File: src/rtl/lifo_fifo_buf_pkg.sv
// Shared definitions for the LIFO/FIFO buffer.
// Mode encodings and the depth helper used by the buffer and its RAM.
package lifo_fifo_buf_pkg;

    localparam logic MODE_LIFO = 1'b0;
    localparam logic MODE_FIFO = 1'b1;

    function automatic int unsigned depth_of(input int unsigned addr_w);
        return 32'd1 << addr_w;
    endfunction

endpackage

File: src/rtl/lifo_fifo_buf_stack_ram.sv
// Register-file storage for lifo_fifo_buf: one sync write, one async read.
// Ports: clk, we/waddr/wdata (write), raddr/rdata (read). Not reset.
module stack_ram
    import lifo_fifo_buf_pkg::*;
#(
    parameter int DATA_W = 8,
    parameter int ADDR_W = 4
) (
    input  logic              clk,
    input  logic              we,
    input  logic [ADDR_W-1:0] waddr,
    input  logic [DATA_W-1:0] wdata,
    input  logic [ADDR_W-1:0] raddr,
    output logic [DATA_W-1:0] rdata
);

    localparam int DEPTH = int'(depth_of(ADDR_W));

    logic [DATA_W-1:0] mem [DEPTH];

    always_ff @(posedge clk) begin
        if (we) begin
            mem[waddr] <= wdata;
        end
    end

    assign rdata = mem[raddr];

endmodule

File: src/rtl/lifo_fifo_buf.sv
// Parametrised push/pop buffer, runtime LIFO or FIFO, sticky of/uf flags.
// Ports: clk, reset, wr/rd/wr_data, mode, clr_err in;
//        rd_data, count, empty, full, of, uf, mode_q out.
module lifo_fifo_buf
    import lifo_fifo_buf_pkg::*;
#(
    parameter int DATA_W = 8,
    parameter int ADDR_W = 4
) (
    input  logic              clk,
    input  logic              reset,
    input  logic              wr,
    input  logic              rd,
    input  logic [DATA_W-1:0] wr_data,
    input  logic              mode,
    input  logic              clr_err,
    output logic [DATA_W-1:0] rd_data,
    output logic [ADDR_W:0]   count,
    output logic              empty,
    output logic              full,
    output logic              of,
    output logic              uf,
    output logic              mode_q
);

    localparam logic [ADDR_W:0] FULL_CNT =
        (ADDR_W+1)'(depth_of(ADDR_W));

    logic [ADDR_W:0]   cnt_q;
    logic [ADDR_W-1:0] wr_ptr_q;
    logic [ADDR_W-1:0] rd_ptr_q;
    logic              mode_r;
    logic              of_q;
    logic              uf_q;

    logic              is_empty;
    logic              is_full;
    logic              both;
    logic              do_push;
    logic              do_pop;
    logic              of_ev;
    logic              uf_ev;
    logic              idle_load;
    logic [ADDR_W-1:0] top_idx;
    logic [ADDR_W-1:0] waddr;
    logic [ADDR_W-1:0] raddr;
    logic [DATA_W-1:0] ram_rdata;
    logic              we;

    assign is_empty = (cnt_q == '0);
    assign is_full  = (cnt_q == FULL_CNT);

    // Replace-in-place: a combined push+pop on a non-empty buffer.
    assign both     = wr & rd & ~is_empty;
    // With rd also set the push always goes through: either it is a
    // replace, or the buffer is empty and only the pop is refused.
    assign do_push  = wr & (rd | ~is_full);
    assign do_pop   = rd & ~is_empty;
    assign of_ev    = wr & ~rd & is_full;
    assign uf_ev    = rd & is_empty;
    assign idle_load = is_empty & ~wr & ~rd;

    // Full wraps the low bits to 0, so minus one still lands on the top.
    assign top_idx = cnt_q[ADDR_W-1:0] - 1'b1;

    always_comb begin
        waddr = '0;
        raddr = '0;
        unique case (mode_r)
            MODE_LIFO: begin
                waddr = both ? top_idx : cnt_q[ADDR_W-1:0];
                raddr = top_idx;
            end
            MODE_FIFO: begin
                waddr = wr_ptr_q;
                raddr = rd_ptr_q;
            end
            default: begin
                waddr = '0;
                raddr = '0;
            end
        endcase
    end

    // Storage has no reset, so hold off the write while reset is high.
    assign we = do_push & ~reset;

    stack_ram #(
        .DATA_W (DATA_W),
        .ADDR_W (ADDR_W)
    ) u_ram (
        .clk   (clk),
        .we    (we),
        .waddr (waddr),
        .wdata (wr_data),
        .raddr (raddr),
        .rdata (ram_rdata)
    );

    always_ff @(posedge clk or posedge reset) begin
        if (reset) begin
            cnt_q <= '0;
        end else if (do_push && !do_pop) begin
            cnt_q <= cnt_q + 1'b1;
        end else if (do_pop && !do_push) begin
            cnt_q <= cnt_q - 1'b1;
        end
    end

    always_ff @(posedge clk or posedge reset) begin
        if (reset) begin
            mode_r   <= MODE_LIFO;
            wr_ptr_q <= '0;
            rd_ptr_q <= '0;
        end else if (idle_load) begin
            mode_r   <= mode;
            wr_ptr_q <= '0;
            rd_ptr_q <= '0;
        end else if (mode_r == MODE_FIFO) begin
            if (do_push) begin
                wr_ptr_q <= wr_ptr_q + 1'b1;
            end
            if (do_pop) begin
                rd_ptr_q <= rd_ptr_q + 1'b1;
            end
        end
    end

    // Clear first, then a same-cycle error event wins.
    always_ff @(posedge clk or posedge reset) begin
        if (reset) begin
            of_q <= 1'b0;
            uf_q <= 1'b0;
        end else begin
            of_q <= (of_q & ~clr_err) | of_ev;
            uf_q <= (uf_q & ~clr_err) | uf_ev;
        end
    end

    assign rd_data = is_empty ? '0 : ram_rdata;
    assign count   = cnt_q;
    assign empty   = is_empty;
    assign full    = is_full;
    assign of      = of_q;
    assign uf      = uf_q;
    assign mode_q  = mode_r;

endmodule

File: config.mk
export PLATFORM = sky130hd
export DESIGN_NAME = lifo_fifo_buf
export DESIGN_NICKNAME = d
export VERILOG_FILES = /design/src/rtl/lifo_fifo_buf_pkg.sv /design/src/rtl/lifo_fifo_buf_stack_ram.sv /design/src/rtl/lifo_fifo_buf.sv
export SDC_FILE = /design/constraint.sdc
export NUM_CORES = 1
export LEC_CHECK = 0
export CAP_MARGIN = 25
export CORE_AREA = 3 3 131 133
export CTS_CLUSTER_DIAMETER = 60
export DETAILED_ROUTE_END_ITERATION = 10
export DIE_AREA = 0 0 134 136
export PLACE_DENSITY = 0.63
export SYNTH_ARGS = -nofsm -noshare
export SYNTH_HDL_FRONTEND = slang
export SYNTH_SLANG_ARGS = --single-unit
File: constraint.sdc
create_clock -name clk -period 8.9 [get_ports clk]
set_input_delay 2.67 -clock clk [delete_from_list [all_inputs] [get_ports clk]]
set_output_delay 2.67 -clock clk [all_outputs]
set_load 0.1 [all_outputs]
==> results of run 1 <==
==> routing by layer <==
metal,track usage,up-vias
met5,0,-
met4,0.0583,0
met3,0.0459,24
met2,0.346,230
met1,0.301,2572
li1,-,2436
==> logic make-up after synthesis <==
group	count (synthesis)
adders and majority gates	9
and+or+nand+nor	199
xor gates and xnor gates	11
AOI/OAI and AO/OA	204
buffers and inverters	68
DFF	144
muxes	2
==> flip-flops by register name (all words and copies together), names as in the netlist <==
signal	count
rd_ptr_q	4
mode_q	1
wr_ptr_q	4
uf	1
count	5
of	1
u_ram.mem	128
==> placed cells by master, fill, tap and decap left out, types with 15 or more instances in the layout <==
cell type,netlist,final
sky130_fd_sc_hd__clkdlybuf4s50_1,0,23
sky130_fd_sc_hd__edfxtp_1,128,128
sky130_fd_sc_hd__a22oi_1,17,17
sky130_fd_sc_hd__nand3_1,23,23
sky130_fd_sc_hd__nand2b_1,35,35
sky130_fd_sc_hd__nor2_1,39,38
sky130_fd_sc_hd__nand2_1,46,46
sky130_fd_sc_hd__a32oi_1,16,16
sky130_fd_sc_hd__clkbuf_16,0,17
sky130_fd_sc_hd__a21oi_1,71,71
sky130_fd_sc_hd__inv_1,19,19
sky130_fd_sc_hd__o21ai_0,33,33
sky130_fd_sc_hd__dfrtp_1,16,15
sky130_fd_sc_hd__a211oi_1,17,17
==> Yosys cell counts (2+ instances only) <==
cell	count
sky130_fd_sc_hd__nor3_1	2
sky130_fd_sc_hd__a221oi_1	8
sky130_fd_sc_hd__xnor2_1	5
sky130_fd_sc_hd__buf_2	15
sky130_fd_sc_hd__a32oi_1	16
sky130_fd_sc_hd__buf_6	2
sky130_fd_sc_hd__or2_2	4
sky130_fd_sc_hd__nand2b_1	35
sky130_fd_sc_hd__and3_1	3
sky130_fd_sc_hd__a22o_1	14
sky130_fd_sc_hd__nand3_1	23
sky130_fd_sc_hd__nor3b_1	14
sky130_fd_sc_hd__edfxtp_1	128
sky130_fd_sc_hd__buf_1	4
sky130_fd_sc_hd__and2_1	4
sky130_fd_sc_hd__nand4_1	2
sky130_fd_sc_hd__nor2_1	39
sky130_fd_sc_hd__a22oi_1	17
sky130_fd_sc_hd__o21ai_0	33
sky130_fd_sc_hd__a221o_1	2
sky130_fd_sc_hd__buf_4	2
sky130_fd_sc_hd__dfrtp_1	16
sky130_fd_sc_hd__or4_1	7
sky130_fd_sc_hd__a211oi_1	17
sky130_fd_sc_hd__or2_1	3
sky130_fd_sc_hd__nor3_2	2
sky130_fd_sc_hd__a21o_1	3
sky130_fd_sc_hd__ha_1	8
sky130_fd_sc_hd__nand2_2	4
sky130_fd_sc_hd__xor2_1	6
sky130_fd_sc_hd__a2bb2oi_1	2
sky130_fd_sc_hd__inv_1	19
sky130_fd_sc_hd__a21oi_1	71
sky130_fd_sc_hd__nor2b_1	2
sky130_fd_sc_hd__o31a_1	7
sky130_fd_sc_hd__clkbuf_1	24
sky130_fd_sc_hd__a21boi_0	2
sky130_fd_sc_hd__nand2_1	46
==> cell type report <==
cell class | count | area, sq um | share of cell area
clock buffer | 17 | 425 | 0.0516
clock inverter | 14 | 203 | 0.0246
inverter | 20 | 80.1 | 0.00972
multi-input combinational | 425 | 2670 | 0.324
sequential | 144 | 4250 | 0.515
tap | 216 | 270 | 0.0328
timing repair buffer | 37 | 343 | 0.0416
==> worst reg2reg max path, delay by kind of cell, from the launching register on <==
kind	cells	cell delay, ns
and+or+nand+nor	5	2.10
DFF	1	0.38
adders and majority gates	1	0.30
buffers and inverters	2	0.90
==> final timing paths <==
kind | slack [ns] | to
max | 2.11 | rd_data[0]
min | 0.53 | count[4]$_DFFE_PP0P_
max in group asynchronous | 5.76 | rd_ptr_q[0]$_DFFE_PP0P_
min reg2reg | 0.53 | count[4]$_DFFE_PP0P_
min in group asynchronous | 2.66 | wr_ptr_q[0]$_DFFE_PP0P_
max reg2reg | 4.85 | u_ram.mem[2][5]$_DFFE_PP_
==> stage by stage <==
step,utilization,instances,hold WS [ns],setup slack [ns]
after floorplan,-,637,0.510,1.43
after global placement,0.476,841,0.516,2.73
after detailed placement,0.476,841,0.525,2.57
final,0.517,873,0.534,2.11
after CTS,0.516,872,0.537,2.10
after global routing,0.517,873,0.550,1.88
==> flow_metrics.tcl, run 1 <==
set metrics [dict create \
    status "complete, no violations" \
    syn_area_sq_mm 0.00722 \
    ctsRootBufferMaster "sky130_fd_sc_hd__clkbuf_16" \
    cts_hold_buffers 0 \
    crit_path_required_time_ns 6.23 \
    grt_pass1_wl_microns 30000 \
    drt-pass1-iter-count 5 \
    place_area_sq_mm 0.00760 \
    post_cts_buffers 0 \
    slowest_stage_cell_cp "sky130_fd_sc_hd__a211oi_1" \
    dominantRegCellSynth "sky130_fd_sc_hd__edfxtp_1" \
    place_hpwl_microns 12700 \
    timing.reg2reg.worst_path_depth 8 \
    met2_length_microns 9030 \
    diodes 0 \
    number_of_max_capacitance_violations_reported 0 \
    post_drt_antenna_nets 0 \
    design.die.area_sq_mm 0.0182 \
    number_of_global_route_vias_before_repair 5050 \
    synth_simple_gate_area_share 0.147 \
    main_combinational_cell_family_by_area_after_synthesis "compound AO/OA/AOI/OAI gates" \
    post_synth_fa_ha_maj_area_fraction 0.0166 \
    synth.top_cell.area_share 0.533 \
    synth-xor-area-share 0.0133 \
    finalSetupTns_ns 0 \
    dr_wl_met3_microns 1320 \
    floorplan.die.width_microns 134 \
    worst-path-max-fanout 24 \
    antenna_found_initial 0 \
    vias 5262 \
    path_class "register to primary output" \
    worst_min_path_class "register to register" \
    syn_nets 660 \
    post_cts.resized_instances 0 \
    worst_clock_skew_ns 0.00929 \
    worstSetupStartpoint "count[0]$_DFFE_PP0P_" \
    pin_count_of_the_biggest_net_entering_global_routing 71 \
    total_stage_count_of_the_critical_path 8 \
    htree_levels 4 \
    yosysSeqAreaShare 0.588 \
    grt_setup_unrepaired "no" \
    initial_core_utilization 0.453 \
    top_post_synthesis_cells_by_area "sky130_fd_sc_hd__edfxtp_1 (53%), sky130_fd_sc_hd__dfrtp_1 (5.5%), sky130_fd_sc_hd__a21oi_1 (4.9%), sky130_fd_sc_hd__nand2b_1 (3.0%), sky130_fd_sc_hd__nand2_1 (2.4%)" \
    core-area_sq_mm 0.0159 \
    synth_async_sr_flop_share 0.111 \
    period_share 0.763 \
    vias_per_cell 6.03 \
    nNetsFinal 668 \
    post-synth-top-area-cell "sky130_fd_sc_hd__edfxtp_1" \
    ys_seq_elements 144 \
    final_cell_area_sq_mm 0.00824 \
    tritoncts_num_sinks 144 \
    synth_compound_gate_area_share 0.190 \
    tritoncts_clock_tree "built" \
    synth_cell_type_count 64 \
    postRouteWirelength_microns 19100 \
    post_drt_wl_per_cell_microns 21.9 \
    min_period_ns 6.79 \
    clockBufferDepth 2 \
    count_of_yosys_warnings_during_synthesis 0 \
    cp_cell_sequence "inv_1 -> ha_1 -> or4b_1 -> inv_6 -> a211oi_1 -> o21ai_0 -> a32oi_1 -> buf_4" \
    groute.usage.overall 0.216 \
    drcViolationCount 0 \
    drt_iter0_drc 469 \
    num_io_pins 32 \
    worst_ep_arrival_ns 4.12 \
    worst_path_largest_cell_delay_ns 0.79 \
    setup-violations-final 0 \
    achievable-frequency_mhz 147 \
    fillCellCount 1372 \
    rr_startpoint "count[0]$_DFFE_PP0P_" \
    report.final.hold_viol_count 0 \
    fraction_of_layout_cells_with_a_size_suffix_above_1 0.100 \
    met1_wirelength_microns 8460 \
    share_of_synthesized_area_spent_on_multiplexers 0.00295 \
    grt.overflow.total 0 \
    worstMarginPinSlew_ns 1.00 \
    synth_area_per_cell_sq_um 11.3 \
    relative_slew_slack 0.331 \
    crit_buf_inv 3 \
    critPathCaptureType "primary output" \
    worst_skew_pair.late_latency_ns 0.43 \
    worst_path_dominant_cell_family "compound AO/OA/AOI/OAI gates" \
    core.rowCount 46 \
    area_growth_pct 14.2 \
    hold_path_depth 1 \
    die_h_microns 136 \
    top_layer_used "met4" \
    hold_path.startpoint "count[4]$_DFFE_PP0P_" \
    timing_max_transition_violations_final 0 \
    crit_path_start_kind "register" \
    place.gp.congestion 0.929 \
    syn_inst 637 \
    placement.io_buffers 31 \
    synth_enable_flop_cells 128 \
    cts.reportedPaths.clkPinSlew_ns 0.06 \
    numCtsBuffers 17 \
]
Power of run 1 is left out: the tool's default activity adds up to more than one toggle a clock period on the data nets, which glitch-free logic cannot reach.
==> run 2, diff against run 1 <==
Settings changed: PLACE_DENSITY 0.63 to 0.65.
Clock period 8.9 ns to 5.93 ns, I/O delays scaled along.
==> flow_metrics.tcl, run 2 (same netlist as run 1, synthesis figures left out) <==
set metrics [dict create \
    worst_clock_skew_ns 0.00929 \
    area_growth_pct 17.1 \
    drt-pass1-iter-count 5 \
    relative_slew_slack 0.300 \
    worstSetupStartpoint "count[0]$_DFFE_PP0P_" \
    crit_path_start_kind "register" \
    layout_commonest_cell "sky130_fd_sc_hd__edfxtp_1" \
    post_cts.resized_instances 0 \
    ctsRootBufferMaster "sky130_fd_sc_hd__clkbuf_16" \
    placement.io_buffers 31 \
    postRouteWirelength_microns 20800 \
    fillCellCount 1371 \
    vias_per_cell 6.27 \
    num_io_pins 32 \
    place_hpwl_microns 13400 \
    grt_setup_unrepaired "no" \
    timing_max_transition_violations_final 0 \
    worst_ep_arrival_ns 3.70 \
    core_occupancy_in_the_finished_layout 0.530 \
    core.rowCount 46 \
    post_drt_antenna_nets 0 \
    drt_iter0_drc 547 \
    antenna_found_initial 0 \
    grt_pass1_wl_microns 31700 \
    worst_min_path_class "register to register" \
    largest_register "u_ram.mem" \
    htree_levels 4 \
    number_of_max_capacitance_violations_reported 0 \
    tritoncts_num_sinks 144 \
    design.die.area_sq_mm 0.0182 \
    min_period_ns 5.48 \
    die_h_microns 136 \
    final_cell_mix "sky130_fd_sc_hd__edfxtp_1 (128), sky130_fd_sc_hd__a21oi_1 (71), sky130_fd_sc_hd__nand2_1 (46)" \
    worstMarginPinSlew_ns 1.05 \
    pin_count_of_the_biggest_net_entering_global_routing 50 \
    drcViolationCount 0 \
    finalSetupTns_ns 0 \
    clockBufferDepth 2 \
    grt.overflow.total 0 \
    groute.usage.overall 0.234 \
    cts_hold_buffers 0 \
    core-area_sq_mm 0.0159 \
    hold_path.startpoint "count[4]$_DFFE_PP0P_" \
    final_cell_area_sq_mm 0.00845 \
    fraction_of_layout_cells_with_a_size_suffix_above_1 0.125 \
    worst_skew_pair.late_latency_ns 0.42 \
    setup-violations-final 0 \
    crit_path_required_time_ns 4.15 \
    place.gp.congestion 0.859 \
    diodes 0 \
    post_drt_wl_per_cell_microns 23.4 \
    numCtsBuffers 17 \
    achievable-frequency_mhz 182 \
    report.final.hold_viol_count 0 \
    tritoncts_clock_tree "built" \
    post_cts_buffers 0 \
    period_share 0.925 \
    critPathCaptureType "primary output" \
    initial_core_utilization 0.453 \
    vias 5552 \
    cts.reportedPaths.clkPinSlew_ns 0.06 \
    floorplan.die.width_microns 134 \
    place_area_sq_mm 0.00786 \
    number_of_global_route_vias_before_repair 5405 \
    path_class "register to primary output" \
    worst-path-max-fanout 25 \
    rr_startpoint "count[1]$_DFFE_PP0P_" \
    nNetsFinal 680 \
    largest_reg_flops 128 \
    status "complete, no violations" \
]
-- run 2: cell count changes in the layout (fill, tap and decap cells not counted), sizes merged --
cell and delta:
buf +14, clkinv +5, inv -5, clkbuf +2
clkdlybuf4s50 -2, bufinv -1
-- run 2: worst max-delay path: stages (launching register included) --
cell and delay, ns:
sky130_fd_sc_hd__dfrtp_1 0.38, sky130_fd_sc_hd__inv_1 0.08, sky130_fd_sc_hd__buf_4 0.31, sky130_fd_sc_hd__ha_1 0.28
sky130_fd_sc_hd__xor2_1 0.25, sky130_fd_sc_hd__a21oi_2 0.08, sky130_fd_sc_hd__buf_4 0.25, sky130_fd_sc_hd__nor3_1 0.71
sky130_fd_sc_hd__a32oi_1 0.31, sky130_fd_sc_hd__a32oi_2 0.38, sky130_fd_sc_hd__buf_12 0.22
-- run 2: path summary, 6_finish.rpt --
path	to	slack [ns]	cells past startpoint
setup / recovery	rd_data[2]	0.45	10
hold / removal	count[4]$_DFFE_PP0P_	0.52	1
setup reg to reg	u_ram.mem[5][2]$_DFFE_PP_	2.41	7
hold reg to reg	count[4]$_DFFE_PP0P_	0.52	1
max in group asynchronous	rd_ptr_q[0]$_DFFE_PP0P_	3.66	2
min in group asynchronous	count[4]$_DFFE_PP0P_	1.77	2
-- run 2: area by class of cell --
| class | count | area (sq um) | area share |
|---|---|---|---|
| sequential | 144 | 4250 | 0.503 |
| multi-input combinational | 425 | 2740 | 0.324 |
| timing repair buffer | 49 | 538 | 0.0637 |
| clock buffer | 19 | 433 | 0.0512 |
| tap | 216 | 270 | 0.0320 |
| clock inverter | 13 | 145 | 0.0172 |
| inverter | 20 | 80.1 | 0.00948 |
-- run 2: routing by layer --
metal,up-vias,track usage,wire length (microns)
li1,2459,-,-
met3,52,0.0555,1710
met5,-,0,0
met2,288,0.362,9560
met1,2753,0.318,8820
met4,0,0.0977,683
-- run 2: through the flow --
step / cells / worst slack [ns] / hold WS, ns
after CTS: 885 / 0.528 / 0.524
final: 886 / 0.448 / 0.518
after detailed placement: 853 / 1.00 / 0.516
after floorplan: 637 / -0.0157 / 0.510
after global placement: 851 / 0.897 / 0.500
after global routing: 886 / 0.251 / 0.555
Power of run 2 is left out for the same reason.
